[config.mk]
export PLATFORM = sky130hd
export DESIGN_NAME = uart_time_cmd
export DESIGN_NICKNAME = d
export VERILOG_FILES = /design/src/rtl/clock_pkg.sv /design/src/rtl/date_range_check.sv /design/src/rtl/uart_time_cmd.sv
export SDC_FILE = /design/constraint.sdc
export NUM_CORES = 1
export LEC_CHECK = 0
export BUFFER_PORTS_ARGS = -buffer_cell sky130_fd_sc_hd__clkbuf_2
export CAP_MARGIN = 20
export CORE_MARGIN = 3
export CORE_UTILIZATION = 55
export CTS_BUF_LIST = sky130_fd_sc_hd__clkbuf_16
export DETAILED_ROUTE_END_ITERATION = 10
export PLACE_DENSITY = 0.77
export SETUP_SLACK_MARGIN = 0.1
export SKIP_LAST_GASP = 1
export SLEW_MARGIN = 15
export SYNTH_ARGS = -nofsm -noshare
export SYNTH_HDL_FRONTEND = slang
export SYNTH_HIERARCHICAL = 1
export SYNTH_SLANG_ARGS = --single-unit
[constraint.sdc]
create_clock -name clk -period 7.3 [get_ports clk]
set_input_delay 1.095 -clock clk [delete_from_list [all_inputs] [get_ports clk]]
set_output_delay 1.095 -clock clk [all_outputs]
set_load 0.05 [all_outputs]
[src/rtl/clock_pkg.sv]
// Shared constants for the digital clock: ASCII bytes, error codes and the
// set-time command FSM encoding.
package clock_pkg;

  localparam logic [7:0] CH_T  = 8'h54;
  localparam logic [7:0] CH_CR = 8'h0D;
  localparam logic [7:0] CH_K  = 8'h4B;
  localparam logic [7:0] CH_E  = 8'h45;
  localparam logic [7:0] CH_0  = 8'h30;
  localparam logic [7:0] CH_9  = 8'h39;

  localparam logic [1:0] ERR_NONE    = 2'd0;
  localparam logic [1:0] ERR_FORMAT  = 2'd1;
  localparam logic [1:0] ERR_RANGE   = 2'd2;
  localparam logic [1:0] ERR_TIMEOUT = 2'd3;

  typedef enum logic [2:0] {
    StIdle,
    StDigits,
    StWaitCr,
    StCheck,
    StCommit,
    StResp
  } state_e;

endpackage

[src/rtl/date_range_check.sv]
// Combinational validity check of a BCD date/time against a binary year,
// including the Gregorian leap-year rule.
module date_range_check (
  input  logic [13:0] year,
  input  logic [7:0]  month,
  input  logic [7:0]  day,
  input  logic [7:0]  hour,
  input  logic [7:0]  min,
  input  logic [7:0]  sec,
  output logic        ok
);

  logic       leap;
  logic [7:0] max_day;

  // Fields hold decimal digits only, so BCD compares order like binary ones.
  always_comb begin
    leap = (year % 14'd4 == 14'd0) &&
           ((year % 14'd100 != 14'd0) || (year % 14'd400 == 14'd0));
    case (month)
      8'h02:                      max_day = leap ? 8'h29 : 8'h28;
      8'h04, 8'h06, 8'h09, 8'h11: max_day = 8'h30;
      default:                    max_day = 8'h31;
    endcase
    ok = (month >= 8'h01) && (month <= 8'h12) &&
         (day >= 8'h01) && (day <= max_day) &&
         (hour <= 8'h23) && (min <= 8'h59) && (sec <= 8'h59);
  end

endmodule

[src/rtl/uart_time_cmd.sv]
// Parses "TYYYYMMDDhhmmss<CR>" frames from the UART receiver, validates them
// and produces a one-cycle time load plus a 'K'/'E' reply byte.
module uart_time_cmd
  import clock_pkg::*;
#(
  parameter int unsigned TIMEOUT_CLKS = 260400
) (
  input  logic        clk,
  input  logic        rst,
  input  logic [7:0]  rx_data,
  input  logic        rx_done,
  input  logic        tx_busy,
  output logic [13:0] year_o,
  output logic [7:0]  month_o,
  output logic [7:0]  day_o,
  output logic [7:0]  hour_o,
  output logic [7:0]  min_o,
  output logic [7:0]  sec_o,
  output logic        set_stb,
  output logic        err_stb,
  output logic [1:0]  err_code,
  output logic [7:0]  tx_data,
  output logic        tx_req,
  output logic        busy
);

  localparam int unsigned TW = (TIMEOUT_CLKS > 2) ? $clog2(TIMEOUT_CLKS) : 1;
  localparam logic [TW-1:0] TIMER_TERM = TW'(TIMEOUT_CLKS - 1);

  state_e        state_q, state_d;
  logic [3:0]    digit_cnt_q, digit_cnt_d;
  logic [13:0]   acc_q, acc_d;
  logic [39:0]   bcd_q, bcd_d;
  logic [TW-1:0] timer_q, timer_d, timer_inc;
  logic [1:0]    err_code_q, err_code_d, err_now;
  logic [7:0]    tx_data_q, tx_data_d;
  logic [13:0]   year_q;
  logic [7:0]    month_q, day_q, hour_q, min_q, sec_q;
  logic          is_digit, load, range_ok;

  date_range_check u_check (
    .year  (acc_q),
    .month (bcd_q[39:32]),
    .day   (bcd_q[31:24]),
    .hour  (bcd_q[23:16]),
    .min   (bcd_q[15:8]),
    .sec   (bcd_q[7:0]),
    .ok    (range_ok)
  );

  always_comb begin
    state_d     = state_q;
    digit_cnt_d = digit_cnt_q;
    acc_d       = acc_q;
    bcd_d       = bcd_q;
    timer_d     = timer_q;
    err_code_d  = err_code_q;
    tx_data_d   = tx_data_q;
    err_now     = ERR_NONE;
    load        = 1'b0;
    set_stb     = 1'b0;
    tx_req      = 1'b0;
    is_digit    = (rx_data >= CH_0) && (rx_data <= CH_9);
    timer_inc   = timer_q + 1'b1;

    unique case (state_q)
      StIdle: begin
        if (rx_done && (rx_data == CH_T)) begin
          state_d     = StDigits;
          digit_cnt_d = '0;
          acc_d       = '0;
          timer_d     = '0;
        end
      end
      StDigits: begin
        if (rx_done) begin
          timer_d = '0;
          if (is_digit) begin
            digit_cnt_d = digit_cnt_q + 4'd1;
            if (digit_cnt_q < 4'd4) begin
              acc_d = (acc_q << 3) + (acc_q << 1) + {10'd0, rx_data[3:0]};
            end else begin
              bcd_d = {bcd_q[35:0], rx_data[3:0]};
            end
            if (digit_cnt_q == 4'd13) state_d = StWaitCr;
          end else begin
            err_now = ERR_FORMAT;
          end
        end else if (timer_inc == TIMER_TERM) begin
          err_now = ERR_TIMEOUT;
        end else begin
          timer_d = timer_inc;
        end
      end
      StWaitCr: begin
        if (rx_done) begin
          timer_d = '0;
          if (rx_data == CH_CR) state_d = StCheck;
          else                  err_now = ERR_FORMAT;
        end else if (timer_inc == TIMER_TERM) begin
          err_now = ERR_TIMEOUT;
        end else begin
          timer_d = timer_inc;
        end
      end
      StCheck: begin
        if (range_ok) begin
          load       = 1'b1;
          err_code_d = ERR_NONE;
          tx_data_d  = CH_K;
          state_d    = StCommit;
        end else begin
          err_now = ERR_RANGE;
        end
      end
      StCommit: begin
        set_stb = 1'b1;
        state_d = StResp;
      end
      StResp: begin
        if (!tx_busy) begin
          tx_req  = 1'b1;
          state_d = StIdle;
        end
      end
      default: state_d = StIdle;
    endcase

    if (err_now != ERR_NONE) begin
      err_code_d = err_now;
      tx_data_d  = CH_E;
      state_d    = StResp;
    end
    err_stb = (err_now != ERR_NONE);
  end

  always_ff @(posedge clk) begin
    if (!rst) begin
      state_q     <= StIdle;
      digit_cnt_q <= '0;
      acc_q       <= '0;
      bcd_q       <= '0;
      timer_q     <= '0;
      err_code_q  <= ERR_NONE;
      tx_data_q   <= '0;
      year_q      <= '0;
      month_q     <= '0;
      day_q       <= '0;
      hour_q      <= '0;
      min_q       <= '0;
      sec_q       <= '0;
    end else begin
      state_q     <= state_d;
      digit_cnt_q <= digit_cnt_d;
      acc_q       <= acc_d;
      bcd_q       <= bcd_d;
      timer_q     <= timer_d;
      err_code_q  <= err_code_d;
      tx_data_q   <= tx_data_d;
      // Loaded on the CHECK->COMMIT edge so the fields change with set_stb.
      if (load) begin
        year_q  <= acc_q;
        month_q <= bcd_q[39:32];
        day_q   <= bcd_q[31:24];
        hour_q  <= bcd_q[23:16];
        min_q   <= bcd_q[15:8];
        sec_q   <= bcd_q[7:0];
      end
    end
  end

  assign year_o   = year_q;
  assign month_o  = month_q;
  assign day_o    = day_q;
  assign hour_o   = hour_q;
  assign min_o    = min_q;
  assign sec_o    = sec_q;
  assign err_code = err_stb ? err_now : err_code_q;
  assign tx_data  = tx_data_q;
  assign busy     = (state_q != StIdle);

endmodule

==> results_dict.tcl <==
set metrics [dict create \
    num_io_pins 80 \
    gp_routability_congestion 0.909 \
    run_status "complete, no violations" \
    die-height_um 128 \
    worst_slew_pin_slew_ns 0.792 \
    reg2reg_depth 31 \
    synthToLayoutAreaGrowth_pct 21.8 \
    drv_slew 0 \
    first_pass_iters 7 \
    die_w_um 128 \
    post-route-min-period_ns 7.27 \
    grt_max_degree 68 \
    arrival_ns 6.17 \
    antenna_found_initial 0 \
    core-area_um2 14200 \
    p_leak_uw 0.00383 \
    hold_viol 0 \
    critical_path_class "reg2out" \
    grt_pass1_wl_mm 35.0 \
    hold_path_class "reg2reg" \
    cp.required_ns 6.20 \
    first_global_vias 7490 \
    powerDensity_nw_per_um2 198 \
    final_min_period_over_clock_period_pct 99.6 \
    portBuffers 76 \
    drc 0 \
    cts_tree "done" \
    fin_worst_skew_ns 0.00611 \
    ant_nets 0 \
    min_from "year_o[7]$_SDFFE_PN0P_" \
    layout.nets 1203 \
    setup_violations 0 \
    clk_pin_slew_ns 0.06 \
    drtIter0Drc 755 \
    fmax_mhz 138 \
    clock-sinks 138 \
    synth_edf_count 0 \
    async_reset_ff_share_pct 0 \
    slowest_stage "o41ai_2" \
    root_buffer "clkbuf_16" \
    critPathBufInv 6 \
    placed_cells 1299 \
    path_depth 28 \
    max_slew_margin_pct 47.0 \
    avgSynthCellArea_um2 7.71 \
    dp_hpwl_mm 13.9 \
    reg2reg_from "acc_q[11]$_SDFFE_PN0P_" \
    netlist_area_um2 8190 \
    synth_warnings 6 \
    hold_ws_ns 0.451 \
    crit_start "acc_q[11]$_SDFFE_PN0P_" \
    antenna_cells 0 \
    die-area_um2 16400 \
    cpLargestDelayFamily "compound AO/OA/AOI/OAI gates" \
    drv_cap 0 \
    grt_use_total_pct 25.5 \
    netlist_instances 1062 \
    cp_max_fo 9 \
    cts_max_level 4 \
    p_total_uw 1980 \
    rows 43 \
    cts_made_buffers 17 \
    max_stage_delay_ns 0.43 \
    worstHoldPathCells 2 \
    yosys_most_used_dff "dfxtp_1" \
    routedWlPerCell_um 16.0 \
    end_kind "primary output" \
    synth-seq-cells 138 \
    vias_per_cell 6.15 \
    stdcell_count 1353 \
    yosysUniqueCellTypes 101 \
    max-vdd-ir-drop_mv 0.290 \
    initial_utilization_pct 57.7 \
    worstSkewPairLatency_ns 0.42 \
    cts_buffer_depth 2 \
    vias 8321 \
    grt-ovfl-total 0 \
    cts_hold_buf 0 \
    n_fill_cell 1158 \
    drive_gt1_share_pct 23.0 \
    critPathLaunchType "flip-flop" \
    synth-seq-area-share_pct 33.7 \
    rsz0062_at_grt "true" \
    drt-total-wl_mm 21.6 \
]
routing by layer:
layer / GRT usage [%] / vias up / part of all wire (%)
met5: 0 / - / 0
met4: 7.55 / 0 / 2.0
met3: 4.96 / 47 / 6.1
met2: 42.1 / 313 / 48
met1: 33.8 / 3930 / 44
li1: - / 4031 / -
cells in the mapped netlist (all sizes together), types with 6 or more instances:
| cell | instances | area (um^2) |
|---|---|---|
| nand3b | 8 | 63.8 |
| ha | 29 | 363 |
| o21ai | 36 | 184 |
| a22oi | 15 | 113 |
| o31ai | 12 | 146 |
| xnor2 | 13 | 114 |
| nor3 | 22 | 115 |
| o31a | 6 | 63.8 |
| clkbuf | 44 | 170 |
| or2 | 8 | 52.6 |
| and2 | 7 | 43.8 |
| o211ai | 10 | 80.1 |
| nor4 | 9 | 56.3 |
| a311oi | 7 | 61.3 |
| a211oi | 10 | 80.1 |
| nor2 | 56 | 210 |
| a31oi | 12 | 93.8 |
| buf | 26 | 205 |
| nand2 | 240 | 901 |
| or3 | 11 | 70.1 |
| or4 | 6 | 46.3 |
| nand3 | 23 | 115 |
| nand4 | 12 | 75.1 |
| nor2b | 9 | 56.3 |
| inv | 22 | 82.6 |
| and3 | 9 | 61.3 |
| xor2 | 9 | 78.8 |
| and4 | 6 | 55.1 |
| a21o | 9 | 68.8 |
| dfxtp | 138 | 2760 |
| a21oi | 150 | 770 |
power breakdown:
group,internal (uW),switching [uW],leakage (uW)
combinational,99.1,214,0.00243
clock,536,340,0.000281
sequential,764,23.8,0.00112
state kept, by name (all words and copies together), names as in the netlist:
signal       cells
day_o            8
err_code_q       2
acc_q           14
tx_data          3
min_o            8
digit_cnt_q      4
timer_q         18
bcd_q           40
sec_o            8
month_o          8
hour_o           8
year_o          14
state_q          3
worst reg2reg max path, delay by kind of cell, from the launching register on:
kind            cells  cell delay [ns]
flops               1             0.38
compound gates     14             3.08
mux                 2             0.34
buf+inv             6             1.07
xor+xnor            1             0.16
simple gates        7             1.23
fa+ha+maj           1             0.30
worst paths after layout:
kind | endpoint | slack, ns
worst max-delay path | err_stb | 0.03
worst min-delay path | year_o[7]$_SDFFE_PN0P_ | 0.45
worst max register to register | year_o[3]$_SDFFE_PN0P_ | 0.66
worst min register to register | year_o[7]$_SDFFE_PN0P_ | 0.45
per-stage QoR:
stage,setup WS (ns),instance area (um^2),util (%),setup TNS [ns]
after CTS,0.0933,9760,68.7,0
after global placement,0.214,8850,62.3,0
after detailed placement,0.0500,8850,62.3,0
final,0.0315,9980,70.3,0
after floorplan,0.661,8200,-,0
after global routing,-0.151,9980,70.3,-0.429
cells by family after synthesis:
family	count (synthesis)	synth area share (%)
flops	138	33.7
xor+xnor	22	2.35
compound gates	330	27.6
simple gates	440	24.8
buf+inv	93	5.64
fa+ha+maj	31	4.92
other cells	1	0.0458
mux	7	0.886
layout by cell type, fill, tap and decap left out, types with 6 or more instances in the layout:
master,n
a211oi_1,7
a21o_1,7
a21oi_1,144
a22oi_1,13
a31oi_1,7
and3_1,8
buf_4,64
clkbuf_16,19
clkbuf_2,73
dfxtp_1,132
dfxtp_4,6
ha_1,28
inv_1,21
nand2_1,239
nand3_1,22
nand3b_1,7
nand4_1,12
nor2_1,55
nor2b_1,9
nor3_1,18
nor4_1,7
o211ai_1,9
o21ai_0,29
o31ai_1,6
or3_1,8
xnor2_1,13
xor2_1,9
cell type report:
| cell class | instances | area, um^2 | area share [%] |
|---|---|---|---|
| Clock buffer | 17 | 425 | 4.26 |
| Tap cell | 180 | 225 | 2.26 |
| Inverter | 23 | 91.3 | 0.915 |
| Timing Repair Buffer | 147 | 1020 | 10.2 |
| Sequential cell | 138 | 2790 | 27.9 |
| Clock inverter | 15 | 175 | 1.75 |
| Multi-Input combinational cell | 833 | 5260 | 52.7 |
repair_timing:
action	CTS	global route
pin swaps	17	24
resized for setup	51	29
cloned	0	1
setup endpoints to repair	3	3
setup buffers	14	7
(Power assumes the default switching activity.)
